### src/rtl/ir_receiver.sv
// IR line receiver: times marks/gaps on the synchronized line and rebuilds MSB-first 32-bit words.
// rx_valid/rx_error are registered strobes issued on the third edge after rx_port changes; no backpressure.
module ir_receiver #(
    parameter int BASE_DELAY = 250
) (
    input  logic        clock,
    input  logic        reset_n,
    input  logic        rx_port,
    output logic [31:0] rx_data,
    output logic        rx_valid,
    output logic        rx_error,
    output logic        rx_busy
);
    localparam int SAT = 5 * BASE_DELAY;
    localparam int CW  = $clog2(SAT + 1);
    localparam int GW  = $clog2(2 * BASE_DELAY + 1);

    localparam logic [CW-1:0] CNT_SAT  = CW'(SAT);
    localparam logic [CW-1:0] TH_ZERO  = CW'(BASE_DELAY / 2);
    localparam logic [CW-1:0] TH_ONE   = CW'(3 * BASE_DELAY / 2);
    localparam logic [CW-1:0] TH_STOP  = CW'(5 * BASE_DELAY / 2);
    localparam logic [CW-1:0] TH_START = CW'(7 * BASE_DELAY / 2);
    localparam logic [CW-1:0] TH_LONG  = CW'(9 * BASE_DELAY / 2);
    localparam logic [GW-1:0] GAP_MAX  = GW'(2 * BASE_DELAY);

    typedef enum logic [2:0] {IDLE, START_MARK, GAP, MARK, WAIT_LOW} state_t;
    typedef enum logic [2:0] {C_GLITCH, C_ZERO, C_ONE, C_STOP, C_START, C_LONG} mark_class_t;

    logic          sync1_q, sync2_q, s_dly_q;
    logic          rise, fall, long_now;
    logic [CW-1:0] mark_cnt_q, mark_cnt_d;
    mark_class_t   cls;

    state_t        state_q;
    logic [5:0]    bit_cnt_q;
    logic [31:0]   shift_q;
    logic [GW-1:0] gap_cnt_q;
    logic [31:0]   rx_data_q;
    logic          rx_valid_q, rx_error_q, rx_busy_q;

    assign rise     = sync2_q & ~s_dly_q;
    assign fall     = ~sync2_q & s_dly_q;
    assign long_now = sync2_q && (mark_cnt_q >= TH_LONG);

    assign rx_data  = rx_data_q;
    assign rx_valid = rx_valid_q;
    assign rx_error = rx_error_q;
    assign rx_busy  = rx_busy_q;

    // On the falling-edge cycle mark_cnt_q holds exactly the number of high cycles.
    always_comb begin
        mark_cnt_d = mark_cnt_q;
        if (rise) begin
            mark_cnt_d = CW'(1);
        end else if (sync2_q && (mark_cnt_q < CNT_SAT)) begin
            mark_cnt_d = mark_cnt_q + 1'b1;
        end
    end

    always_comb begin
        if (mark_cnt_q < TH_ZERO) begin
            cls = C_GLITCH;
        end else if (mark_cnt_q < TH_ONE) begin
            cls = C_ZERO;
        end else if (mark_cnt_q < TH_STOP) begin
            cls = C_ONE;
        end else if (mark_cnt_q < TH_START) begin
            cls = C_STOP;
        end else if (mark_cnt_q < TH_LONG) begin
            cls = C_START;
        end else begin
            cls = C_LONG;
        end
    end

    always_ff @(posedge clock) begin
        if (!reset_n) begin
            sync1_q    <= 1'b0;
            sync2_q    <= 1'b0;
            s_dly_q    <= 1'b0;
            mark_cnt_q <= '0;
        end else begin
            sync1_q    <= rx_port;
            sync2_q    <= sync1_q;
            s_dly_q    <= sync2_q;
            mark_cnt_q <= mark_cnt_d;
        end
    end

    always_ff @(posedge clock) begin
        if (!reset_n) begin
            state_q    <= IDLE;
            bit_cnt_q  <= '0;
            shift_q    <= '0;
            gap_cnt_q  <= '0;
            rx_data_q  <= '0;
            rx_valid_q <= 1'b0;
            rx_error_q <= 1'b0;
            rx_busy_q  <= 1'b0;
        end else begin
            rx_valid_q <= 1'b0;
            rx_error_q <= 1'b0;
            case (state_q)
                IDLE: begin
                    rx_busy_q <= 1'b0;
                    if (rise) begin
                        state_q <= START_MARK;
                    end
                end
                // Anything but a proper start mark is treated as pre-frame noise.
                START_MARK: begin
                    if (long_now) begin
                        state_q <= WAIT_LOW;
                    end else if (fall) begin
                        if (cls == C_START) begin
                            bit_cnt_q <= '0;
                            shift_q   <= '0;
                            gap_cnt_q <= GW'(1);
                            rx_busy_q <= 1'b1;
                            state_q   <= GAP;
                        end else begin
                            state_q <= IDLE;
                        end
                    end
                end
                GAP: begin
                    if (sync2_q) begin
                        state_q <= MARK;
                    end else if (gap_cnt_q >= GAP_MAX) begin
                        rx_error_q <= 1'b1;
                        rx_busy_q  <= 1'b0;
                        state_q    <= IDLE;
                    end else begin
                        gap_cnt_q <= gap_cnt_q + 1'b1;
                    end
                end
                MARK: begin
                    if (long_now) begin
                        rx_error_q <= 1'b1;
                        rx_busy_q  <= 1'b0;
                        state_q    <= WAIT_LOW;
                    end else if (fall) begin
                        if ((bit_cnt_q < 6'd32) && ((cls == C_ZERO) || (cls == C_ONE))) begin
                            shift_q   <= {shift_q[30:0], (cls == C_ONE)};
                            bit_cnt_q <= bit_cnt_q + 1'b1;
                            gap_cnt_q <= GW'(1);
                            state_q   <= GAP;
                        end else if ((bit_cnt_q == 6'd32) && (cls == C_STOP)) begin
                            rx_data_q  <= shift_q;
                            rx_valid_q <= 1'b1;
                            rx_busy_q  <= 1'b0;
                            state_q    <= IDLE;
                        end else begin
                            rx_error_q <= 1'b1;
                            rx_busy_q  <= 1'b0;
                            state_q    <= IDLE;
                        end
                    end
                end
                WAIT_LOW: begin
                    if (!sync2_q) begin
                        state_q <= IDLE;
                    end
                end
                default: state_q <= IDLE;
            endcase
        end
    end
endmodule

### config.mk
export PLATFORM = sky130hd
export DESIGN_NAME = ir_receiver
export DESIGN_NICKNAME = d
export VERILOG_FILES = /design/src/rtl/ir_receiver.sv
export SDC_FILE = /design/constraint.sdc
export NUM_CORES = 1
export LEC_CHECK = 0
export ABC_AREA = 1
export CAP_MARGIN = 20
export CORE_MARGIN = 2
export CORE_UTILIZATION = 55
export DETAILED_ROUTE_END_ITERATION = 12
export GPL_TIMING_DRIVEN = 0
export HOLD_SLACK_MARGIN = 0.05
export PLACE_DENSITY_LB_ADDON = 0.08
export SLEW_MARGIN = 20
export SYNTH_ARGS = -nofsm -noshare
export SYNTH_HDL_FRONTEND = slang
export SYNTH_SLANG_ARGS = --single-unit
### constraint.sdc
create_clock -name clock -period 2.2 [get_ports clock]
set_clock_uncertainty 0.1 [all_clocks]
set_input_delay 0.44 -clock clock [delete_from_list [all_inputs] [get_ports clock]]
set_output_delay 0.44 -clock clock [all_outputs]
set_load 0.03 [all_outputs]
* Word-level counts from Yosys, hierarchy flattened
Index checks and enable logic that the tools add are counted.
Operators by class: add/subtract/negate cells 3, magnitude comparators 9, equality and inequality tests 24, multiplexer cells 58, bitwise logic cells 9, reduce and logical (&&, ||, !) cells 17
Operator list (number):
- 2-to-1 mux 32 bit | 6
- 2-to-1 mux 9 bit | 8
- case mux 32 bit (2 select lines) | 1
- 2-to-1 mux 3 bit | 12
- 2-to-1 mux 6 bit | 6
- case mux 9 bit (3 select lines) | 1
- < comparator 11 x 10 -> 1 bit (second input constant) | 2
- < comparator 11 bit (second input constant) | 2
- != test 2 bit (second input constant) | 11
- 2-to-1 mux 1 bit | 18
- case mux 3 bit (5 select lines) | 1
- == test 3 x 2 -> 1 bit (second input constant) | 4
- != test 3 bit (second input constant) | 4
- case mux 6 bit (2 select lines) | 1
- adder 11 x 1 -> 11 bit (second input constant) | 1
- greater-or-equal comparator 11 bit (second input constant) | 1
- < comparator 11 x 7 -> 1 bit (second input constant) | 1
- < comparator 11 x 9 -> 1 bit (second input constant) | 1
- AND reduction 5 bit | 2
- adder 9 x 1 -> 9 bit (second input constant) | 1
- greater-or-equal comparator 9 bit (second input constant) | 1
- AND reduction 9 bit | 1
- AND reduction 8 bit | 1
- NOT 1 bit | 7
- other kinds (18) | 26
Storage, ports and cells: register bits 99, input port bits 3, output and inout port bits 35, word-level logic and storage cells 133

* Depth between registers and ports, before layout
word-level depth 13, depth in mapped cells 18

* Least setup slack after synthesis
Ideal clock, no wire load.
path type register to register, start register mark_cnt_q[1], end register gap_cnt_q[1], library setup time 0.116 ns, arrival 1.748 ns, setup slack 0.236 ns, cell stages (with the launch flop) 15, buffers on the path 1, period minus slack after synthesis 1.964 ns, cells stage by stage dfxtp_1 inv_1 ha_1 nand4_1 nand3b_1 nand2_1 nand2_2 inv_2 nand2_1 nand3_2 nor2_1 nand2_1 buf_4 o21ai_0 nor2_1
On the way: cells in the longest elaborated chain, start to end 11, elaborated cells on any way between the ends 22
RTL lines:
- from (decl) | line 31 | logic [CW-1:0] mark_cnt_q, mark_cnt_d;
- from (signal assigned) | line 86 | mark_cnt_q <= mark_cnt_d;
- < comparator 11 bit | line 69 | end else if (mark_cnt_q < TH_LONG) begin
- 2-to-1 mux 1 bit | line 69
- 2-to-1 mux 3 bit | line 67 | end else if (mark_cnt_q < TH_START) begin
- 2-to-1 mux 3 bit | line 65 | end else if (mark_cnt_q < TH_STOP) begin
- 2-to-1 mux 3 bit | line 63 | end else if (mark_cnt_q < TH_ONE) begin
- 2-to-1 mux 3 bit | line 61 | if (mark_cnt_q < TH_ZERO) begin
- == test 3 x 1 -> 1 bit / == test 3 x 2 -> 1 bit (equally long branches) | line 143 | if ((bit_cnt_q < 6'd32) && ((cls == C_ZERO) || (cls == C_ONE))) begin
- logical OR 1 bit | line 143
- logical AND 1 bit | line 143
- != test 2 bit (no line)
- AND reduction 9 bit (no line) *
- to (signal assigned) | line 134 | gap_cnt_q <= gap_cnt_q + 1'b1;
- to (decl) | line 37 | logic [GW-1:0] gap_cnt_q;
Every way passes the cells marked *; elsewhere a longest branch is shown, timed or not. A chain may end at the register's enable or synchronous reset.

* Final worst setup path
start register mark_cnt_q[7], end register shift_q[2]
On the way: cells in the longest elaborated chain, start to end 11, elaborated cells on any way between the ends 22
RTL lines:
- < comparator 11 bit | line 69
- 2-to-1 mux 1 bit | line 69
- 2-to-1 mux 3 bit | line 67
- 2-to-1 mux 3 bit | line 65
- 2-to-1 mux 3 bit | line 63
- 2-to-1 mux 3 bit | line 61
- == test 3 x 1 -> 1 bit / == test 3 x 2 -> 1 bit (equally long branches) | line 143
- logical OR 1 bit | line 143
- logical AND 1 bit | line 143
- != test 2 bit (no line)
- AND reduction 7 bit (no line) *
- to (signal assigned) | line 144 | shift_q <= {shift_q[30:0], (cls == C_ONE)};
- to (decl) | line 36 | logic [31:0] shift_q;
Marked as above.

==> metrics.csv <==
stage,metric,value,unit
placed_design,placement.io_buffers,36,
sta,max_freq,0.477,GHz
die,die_h,95.4,microns
setup_path,critical_path_peak_fanout,6,
setup_path,path_class,reg2reg,
sta,finalMaxSlewViolations,0,
synthesis,syn-cell-area,4600,sq um
detailed_routing,drtAntennaViolNets,0,
sta,fin_crit,2100,ps
sta,report.final.setup_viol,0,
cts,numCtsBuffers,9,
sta,relSlewSlack,0.675,
flow_run,maxCapViolations,0,
layout,post_route_cells_drive_above_1_share,0.122,
die,io-pin-count,38,
grt,global_route.overflow_total,0,
cts,clock_tree.buffer_depth,2,
detailed_routing,routed_via_density,5.06,
setup_path,cp-start-kind,register,
setup_path,cp_top_family,simple AND/OR/NAND/NOR gates,
setup_path,cp_slowest_stage_delay,380,ps
die,fp.dieArea,9110,sq um
power_and_ir_drop,static-leakage-power,2.21,nW
layout,final_common_cell,sky130_fd_sc_hd__nand2_1,
die,fp.dieW,95.4,microns
placed_design,placement.setup.worst_slack,-164,ps
detailed_routing,final_wirelength,10100,microns
hold_path,class_of_the_most_critical_hold_timing_path,reg2reg,
layout,n_fill_cell,728,
power_and_ir_drop,power,3.97,mW
setup_path,critical-path-top-cell-by-count,sky130_fd_sc_hd__nand2_2,
grt,grt_pass1_wl,17100,microns
detailed_routing,wl_per_cell,11.9,microns
placed_design,globalplace.congestion,0.913,
sta,worstMarginPinSlew,488,ps
run_status,status,completed,
cts,cts.htree.levels,3,
setup_path,slowest_stage_cell_cp,sky130_fd_sc_hd__dfxtp_4,
layout,layout_nets,749,
grt,pin_count_of_the_biggest_net_entering_global_routing,17,
grt,antenna_found_initial,0,
placed_design,dp_hpwl,7140,microns
detailed_routing,drt-pass1-iter-count,5,
cts,clk_latency,360,ps
layout,num_antenna_cells,0,
cts,path_clk_slew,100,ps
detailed_routing,dr_total_vias,4301,
sta,rsz0062_at_grt,yes,
layout,area.growth.synth_to_final,22.3,%
setup_path,crit_chain,"inv_4, nand2_2, nor2_1, nand3_1, nand2_2, nand2_2, nand2_2, nand2_2, nand2_2, nand3_4, a21oi_4, buf_6, buf_6, nand2_1, nand2_1, nor2_1",
setup_path,worstSetupEndpointType,register,
synthesis,postSynthAreaPerCell,6.70,sq um
grt,grt_pass1_vias,3927,
cts,cts_tree,done,
synthesis,yosysSeqAreaShare,0.431,
detailed_routing,detail_route.drc_violations,0,
sta,timing_hold_violations_final,0,
setup_path,crit_buf_inv,3,
setup_path,worst_ep_required_time,2370,ps
synthesis,synth.ff_latch_count,99,
layout,most-common-layout-cells,"194 x sky130_fd_sc_hd__nand2_1, 108 x sky130_fd_sc_hd__nor2_1, 88 x sky130_fd_sc_hd__dfxtp_1, 55 x sky130_fd_sc_hd__a21oi_1, 49 x sky130_fd_sc_hd__nand3_1",
sta,part_of_the_cycle_the_worst_path_needs,0.953,
power_and_ir_drop,power_per_cell_area,705,nW/um^2
cts,holdBufCountCts,0,
die,start_util,0.563,
sta,postLayoutSetupSlackWorst,103,ps
detailed_routing,first_iter_violations,212,
grt,track_usage,0.233,
cts,tritoncts_num_sinks,99,
cts,ctsRootBufferMaster,sky130_fd_sc_hd__clkbuf_8,
setup_path,cp.arrival,2260,ps
die,core_area,8180,sq um
die,rows,33,
power_and_ir_drop,maximum_ir_drop_on_the_vdd_rail,0.338,mV
synthesis,syn-num-nets,695,
synthesis,synth_cells,686,
synthesis,yosys_warnings,0,
synthesis,synth.lib_cells_used.distinct,32,
-- path summary, 6_finish.rpt --
path,startpoint,to,slack [ps],cells after the start
worst min register to register,sync1_q,sync2_q,320,2
worst max register to register,mark_cnt_q[7],shift_q[2],100,16
worst min-delay path,sync1_q,sync2_q,320,2
worst max-delay path,mark_cnt_q[7],shift_q[2],100,16
-- synth_stat cells (all sizes together) --
cell / n / share of area
nor3: 11 / 0.012
buf: 19 / 0.026
nor3b: 1 / 0.0016
o32ai: 1 / 0.0019
clkinv: 1 / 0.00082
nor2: 119 / 0.098
xnor2: 1 / 0.0019
o21ai: 16 / 0.017
inv: 53 / 0.043
nand3b: 2 / 0.0033
a2111oi: 1 / 0.0019
a21oi: 56 / 0.063
nand4: 11 / 0.015
nor4: 1 / 0.0014
nand2: 208 / 0.17
nand3: 54 / 0.061
dfxtp: 99 / 0.43
o211ai: 1 / 0.0016
clkbuf: 13 / 0.011
o21a: 2 / 0.0033
ha: 6 / 0.016
o21bai: 1 / 0.0016
xor2: 9 / 0.017
-- layout make-up --
class | instances | area, sq um | share of cell area
clock buffers | 11 | 141 | 0.0251
multi-input cells | 501 | 2370 | 0.421
inverters | 54 | 209 | 0.0371
clock inverters | 5 | 108 | 0.0191
plain buffers | 31 | 219 | 0.0389
well taps | 105 | 131 | 0.0234
repair buffers | 44 | 437 | 0.0776
flip-flops and latches | 99 | 2010 | 0.357
-- what timing repair did --
action / CTS / global route
resized for setup: 6 / 89
setup endpoints to repair: 36 / 84
buffers inserted: 0 / 8
pin swaps: 0 / 8
-- worst min-delay path, stage by stage, from the launching register on --
cell,delay (ps)
sky130_fd_sc_hd__dfxtp_1,320
sky130_fd_sc_hd__nand2_1,50
sky130_fd_sc_hd__inv_1,40
-- stage by stage --
step	hold WS, ps	TNS, ps	area (sq um)	std cells	util
global route	361	-878	5630	850	0.688
finish	324	0	5630	850	0.688
floorplan	290	0	4600	686	-
global placement	310	-3330	5090	827	0.623
CTS	332	0	5360	843	0.655
detailed placement	304	-4560	5090	827	0.623
-- power by group --
part           switching, mW  leakage (nW)  total [mW]  internal, mW
clock network          0.634         0.124        1.43         0.794
registers             0.0884         0.809        1.98          1.90
logic                  0.340          1.27       0.554         0.214
total                   1.06          2.21        3.97          2.90
-- logic make-up after synthesis --
group | Yosys count | share of synthesized area
adders and majority gates | 6 | 0.0163
xor gates and xnor gates | 10 | 0.0190
AOI/OAI and AO/OA | 78 | 0.0911
buffers and inverters | 86 | 0.0805
and+or+nand+nor | 407 | 0.362
DFF | 99 | 0.431
-- registers in the layout, summed over array words and instances, names as in the netlist --
register / cells
bit_cnt_q: 6
gap_cnt_q: 9
mark_cnt_q: 11
rx_busy: 1
rx_data: 32
rx_error: 1
rx_valid: 1
s_dly_q: 1
shift_q: 32
state_q: 3
sync1_q: 1
sync2_q: 1
-- metal layers --
layer / part of all wire / global-route usage / up-vias
li1: - / - / 2282
met1: 0.48 / 0.303 / 1926
met2: 0.48 / 0.399 / 79
met3: 0.029 / 0.0364 / 14
met4: 0.013 / 0.0690 / 0
met5: 0 / 0 / -
No activity file was read; power rests on OpenSTA's default activity.
==> RTL edit 1: new RTL, same flow settings <==
The parameter `BASE_DELAY` goes from 250 to 125.
--- a/src/rtl/ir_receiver.sv
+++ b/src/rtl/ir_receiver.sv
@@ -3,3 +3,3 @@
 module ir_receiver #(
-    parameter int BASE_DELAY = 250
+    parameter int BASE_DELAY = 125
 ) (
Function: same outputs for any inputs over 10 cycles, from zero or initial values and one cycle with reset_n low; that may be too few to reach the edited logic, so the function may still have changed.
==> RTL edit 1 against the original RTL <==
Synthesized area down 5.1%; sequential cell count decreased by 2; wire length decreased by 3.3%; clock power shrank 21%; total power is 7.6% lower; setup slack better by 0.033 ns; combinational power grew 5.6%; worst hold slack worse by 0.0066 ns; design area down 7.5%; critical endpoint is now shift_q[16]$_SDFFE_PN0P_; largest power group unchanged.
==> RTL edit 1: results (changes against the original RTL) <==
• pre-CTS WS: -0.306 ns, -0.142 ns
• placed instance count: 731, -12%
• synth unique cells: 36, +13%
• count of input and output buffers: 37, +2.8%
• share of the synthesized netlist area taken by xor and xnor gates: 1.20%, -0.70 points
• transition time at the pin with the least slew margin: 0.569 ns, +0.0818 ns
• post-route non-filler standard cell count: 753, -11%
• origin of the critical flop-to-flop path: mark_cnt_q[0]$_SDFFE_PN0P_
• routed wirelength normalized by instance count: 13.0 um, +9.1%
• worst reg2reg path endpoint: shift_q[16]$_SDFFE_PN0P_
• number of nets in the synthesized netlist: 601, -14%
• half-perimeter wire length after placement: 6730 um, -5.9%
• Worst EP arrival: 2.23 ns, -0.03 ns
• iteration count of the initial detailed-routing pass: 4, -1
• top fanout value on the critical path: 10, +4
• status: finished clean
• Routability Congestion: 0.927, +1.6%
• total routing usage reported by global routing: 23.8%, +0.52 points
• worst reg-to-reg setup slack: 0.14 ns, +0.03 ns
• Compound-Gate Fraction of Synth Area: 12.5%, +3.4 points
• sequential element share of the synthesized area: 44.5%, +1.4 points
• Lkg Pwr: 1.94 nW, -12%
• hold slack final: 0.318 ns, -0.00661 ns
• starting DRC count in detailed routing: 222, +4.7%
• via count of the first global-routing pass: 3798, -3.3%
• global-route wire length before repair: 17000 um, -1.0%
• drt via density: 5.36, +5.9%
• maximum vdd ir drop: 0.392 mV, +16%
[RTL edit 1: cell types whose count changed after synthesis, moves of 3 or more]
cell | unedited run | this run
xor2_1 | 9 | 4
nand3_1 | 52 | 18
o21ai_1 | 2 | 20
o21ai_0 | 14 | 20
buf_1 | 3 | 0
nor2_1 | 118 | 108
nor2_4 | 0 | 4
inv_1 | 48 | 41
nand2_1 | 207 | 96
nand4_1 | 11 | 50
[RTL edit 1: per-layer routing]
metal	up-vias	part of all wire, %	global-route usage (%)
met3	16	2.9	3.30
met4	0	1.6	8.70
met1	1868	49	32.3
met5	-	0	0
met2	75	46	38.8
li1	2075	-	-
[RTL edit 1: worst max-delay path, stage by stage, from the launching register on]
cell and delay (ns):
dfxtp_2 0.36, inv_2 0.05, ha_2 0.18, inv_1 0.06, nand4_1 0.11, nor2_2 0.17
nor2_4 0.07, nor2_4 0.09, nor2_4 0.06, nor2_8 0.18, nand2_2 0.08, nand2_4 0.09
inv_4 0.07, buf_6 0.14, o21ai_1 0.08, nor2_1 0.05
[RTL edit 1: timing repair]
action | in CTS | in global routing
resized for setup | 3 | 48
hold buffers | 0 | 0
pin swaps | 1 | 4
endpoints found under the setup margin | 42 | 73
buffers inserted | 3 | 5
[RTL edit 1: cell type report]
type	instances	area, um^2	area share (%)
buffer	26	186	3.58
multi-input combinational	417	2120	40.7
timing repair buffer	45	430	8.27
sequential	97	1950	37.5
inverter	50	193	3.70
clock inverter	6	58.8	1.13
clock buffer	10	138	2.65
tap	102	128	2.45
[RTL edit 1: cell families after synthesis]
kind of cell,Yosys count
fa+ha+maj,6
compound gates,104
flops,97
buf+inv,78
simple gates,301
xor+xnor,6
[RTL edit 1: how the worst max path moves through the flow]
stage / start / endpoint / slack [ns] / cells past startpoint
after floorplan: mark_cnt_q[0]$_SDFFE_PN0P_ / shift_q[24]$_SDFFE_PN0P_ / 0.31 / 15
after global placement: reset_n / rx_valid$_SDFF_PP0_ / -0.28 / 5
after detailed placement: reset_n / rx_valid$_SDFF_PP0_ / -0.31 / 5
after CTS: mark_cnt_q[0]$_SDFFE_PN0P_ / rx_data[9]$_SDFFE_PN0P_ / 0.02 / 12
after global routing: mark_cnt_q[0]$_SDFFE_PN0P_ / rx_data[28]$_SDFFE_PN0P_ / -0.03 / 11
final: mark_cnt_q[0]$_SDFFE_PN0P_ / shift_q[16]$_SDFFE_PN0P_ / 0.14 / 15
[RTL edit 1: power by group]
part	total, W	internal [W]	switching, W
clock	0.00113	0.000466	0.000668
sequential	0.00195	0.00186	0.0000817
combinational	0.000585	0.000222	0.000362
total	0.00366	0.00255	0.00111
==> RTL edit 2: new RTL, same settings <==
Without the edit above. Add an input register stage for `rx_port`; this delays it by one clock. Comments in the files are not updated.
--- a/src/rtl/ir_receiver.sv
+++ b/src/rtl/ir_receiver.sv
@@ -27,2 +27,8 @@
     typedef enum logic [2:0] {C_GLITCH, C_ZERO, C_ONE, C_STOP, C_START, C_LONG} mark_class_t;
+
+    logic rx_port_q;
+
+    always_ff @(posedge clock) begin
+        rx_port_q <= rx_port;
+    end
 
@@ -82,3 +88,3 @@
         end else begin
-            sync1_q    <= rx_port;
+            sync1_q    <= rx_port_q;
             sync2_q    <= sync1_q;
Behaviour: same outputs for any inputs over 10 cycles, from zero or initial values and one cycle with reset_n low; that may be too few to reach the edited logic, so the function may still have changed.
==> RTL edit 2 against the original RTL <==
Wire length is 11% higher; design area is 2.6% higher; setup slack better by 0.023 ns; total power is 3.3% lower; synthesized area is 9.2% higher; first-iteration DRC count is 12% higher; final cell count is 2.7% higher; critical path depth is 6 lower; sequential cell count is 1 higher; fmax is 1.1% higher.
==> RTL edit 2: results (changes against the original RTL) <==
• worst min-delay path class: reg -> reg
• routed wirelength normalized by instance count: 12.9 um, +8.4%
• synth unique cells: 35, +9.4%
• H-tree Lvls: 3, unchanged
• largest cells by area after synthesis: dfxtp_1 (40%), nand2_1 (12%), a21oi_1 (8.4%), nor2_1 (6.6%), nand3_1 (6.5%)
• worst setup path startpoint: state_q[0]$_SDFFE_PN0P_
• Hold Startpoint: rx_port_q$_DFF_P_
• total routing usage reported by global routing: 23.3%, about the same
• largest incremental delay on the critical path: 0.36 ns, -0.02 ns
• Worst EP arrival: 2.27 ns
• count of input and output buffers: 36, unchanged
• Routability Congestion: 0.856, -6.2%
• global-route wire length before repair: 19200 um, +12%
• depth of the worst register-to-register path: 10, -6
• PnR worst setup slack: 0.126 ns, +0.0233 ns
• fraction of layout cells with a size suffix above 1: 12.4%, +0.20 points
• placed cell areas: 5520 um^2, +8.4%
• largest net degree at the start of global routing: 18, +1
• Clock Root Buffer: clkbuf_8
• initial antenna violation count: 0, unchanged
• placed instance count: 854, +3.3%
• pre-CTS WS: 0.00561 ns, +0.169 ns
• top fanout value on the critical path: 10, +4
• clock network latency to the later pin of the worst-skew pair: 0.37 ns
• most common library cells after synthesis: nand2_1 (159), dfxtp_1 (100), nor2_1 (88), a21oi_1 (84), nand3_1 (65)
• half-perimeter wire length after placement: 8030 um, +12%
• maximum vdd ir drop: 0.536 mV, +59%
• number of nets in the layout: 769, +2.7%
• Lkg Pwr: 2.10 nW, -4.9%
• Setup Fix Bufs, Post-CTS: 0, unchanged
• starting DRC count in detailed routing: 237, +12%
• via count of the first global-routing pass: 4166, +6.1%
• routed wire length: 11200 um, +11%
• average footprint of a synthesized cell: 7.07 um^2, +5.5%
• family with the most delay on the worst path: simple AND/OR/NAND/NOR gates
• library cell contributing the largest single delay on the critical path: dfxtp_1
• iteration count of the initial detailed-routing pass: 5, unchanged
• Slew headroom: 60.1%, -7.4 points
• hold slack final: 0.325 ns, +0.000451 ns
• layout filler cell count: 825, +13%
• fin util: 65.5%, -3.3 points
• Adder-Cell Fraction of Synth Area: 1.49%, -0.14 points
• number of nets in the synthesized netlist: 719, +3.5%
• status: finished clean
• sequential element share of the synthesized area: 39.9%, -3.2 points
• hold-critical path endpoint: sync1_q$_SDFF_PN0_
• # resized after CTS: 1, -5
• Compound-Gate Fraction of Synth Area: 11.4%, +2.2 points
• vias: 4687, +9.0%
• Post-synth ARST share: 0%, unchanged
• share of the synthesized netlist area taken by xor and xnor gates: 2.27%, +0.36 points
• Worst Setup EP: shift_q[10]$_SDFFE_PN0P_
• multiplexer share of the synthesized area: 0%, unchanged
• number of CTS-inserted buffers: 9, unchanged
• number of buffers on the longest clock path: 2, unchanged
## RTL edit 2: power by group
group          internal, W  leakage [nW]  switching [W]  total [W]
combinational     0.000268          1.20       0.000467   0.000735
sequential         0.00192         0.812      0.0000909    0.00202
clock             0.000424        0.0848       0.000660    0.00108
total              0.00262          2.10        0.00122    0.00383
## RTL edit 2: cells by family after synthesis
family          Yosys count
buf+inv                  94
xor+xnor                 13
simple gates            389
flops                   100
compound gates          108
fa+ha+maj                 6
## RTL edit 2: routing by layer
layer	part of all wire [%]	routed length (um)	vias to the layer above	global-route usage (%)
met5	0	0	-	0
met4	0.97	109	0	6.22
met3	3.6	402	11	4.15
met2	48	5340	97	39.0
met1	48	5380	2138	31.1
li1	-	-	2441	-
## RTL edit 2: area by class of cell
type,instances,area share (%)
timing repair buffer,39,6.64
buffer,44,4.77
clock inverter,6,0.846
inverter,50,3.30
sequential,100,34.8
multi-input combinational,516,45.1
tap,108,2.34
clock buffer,10,2.21
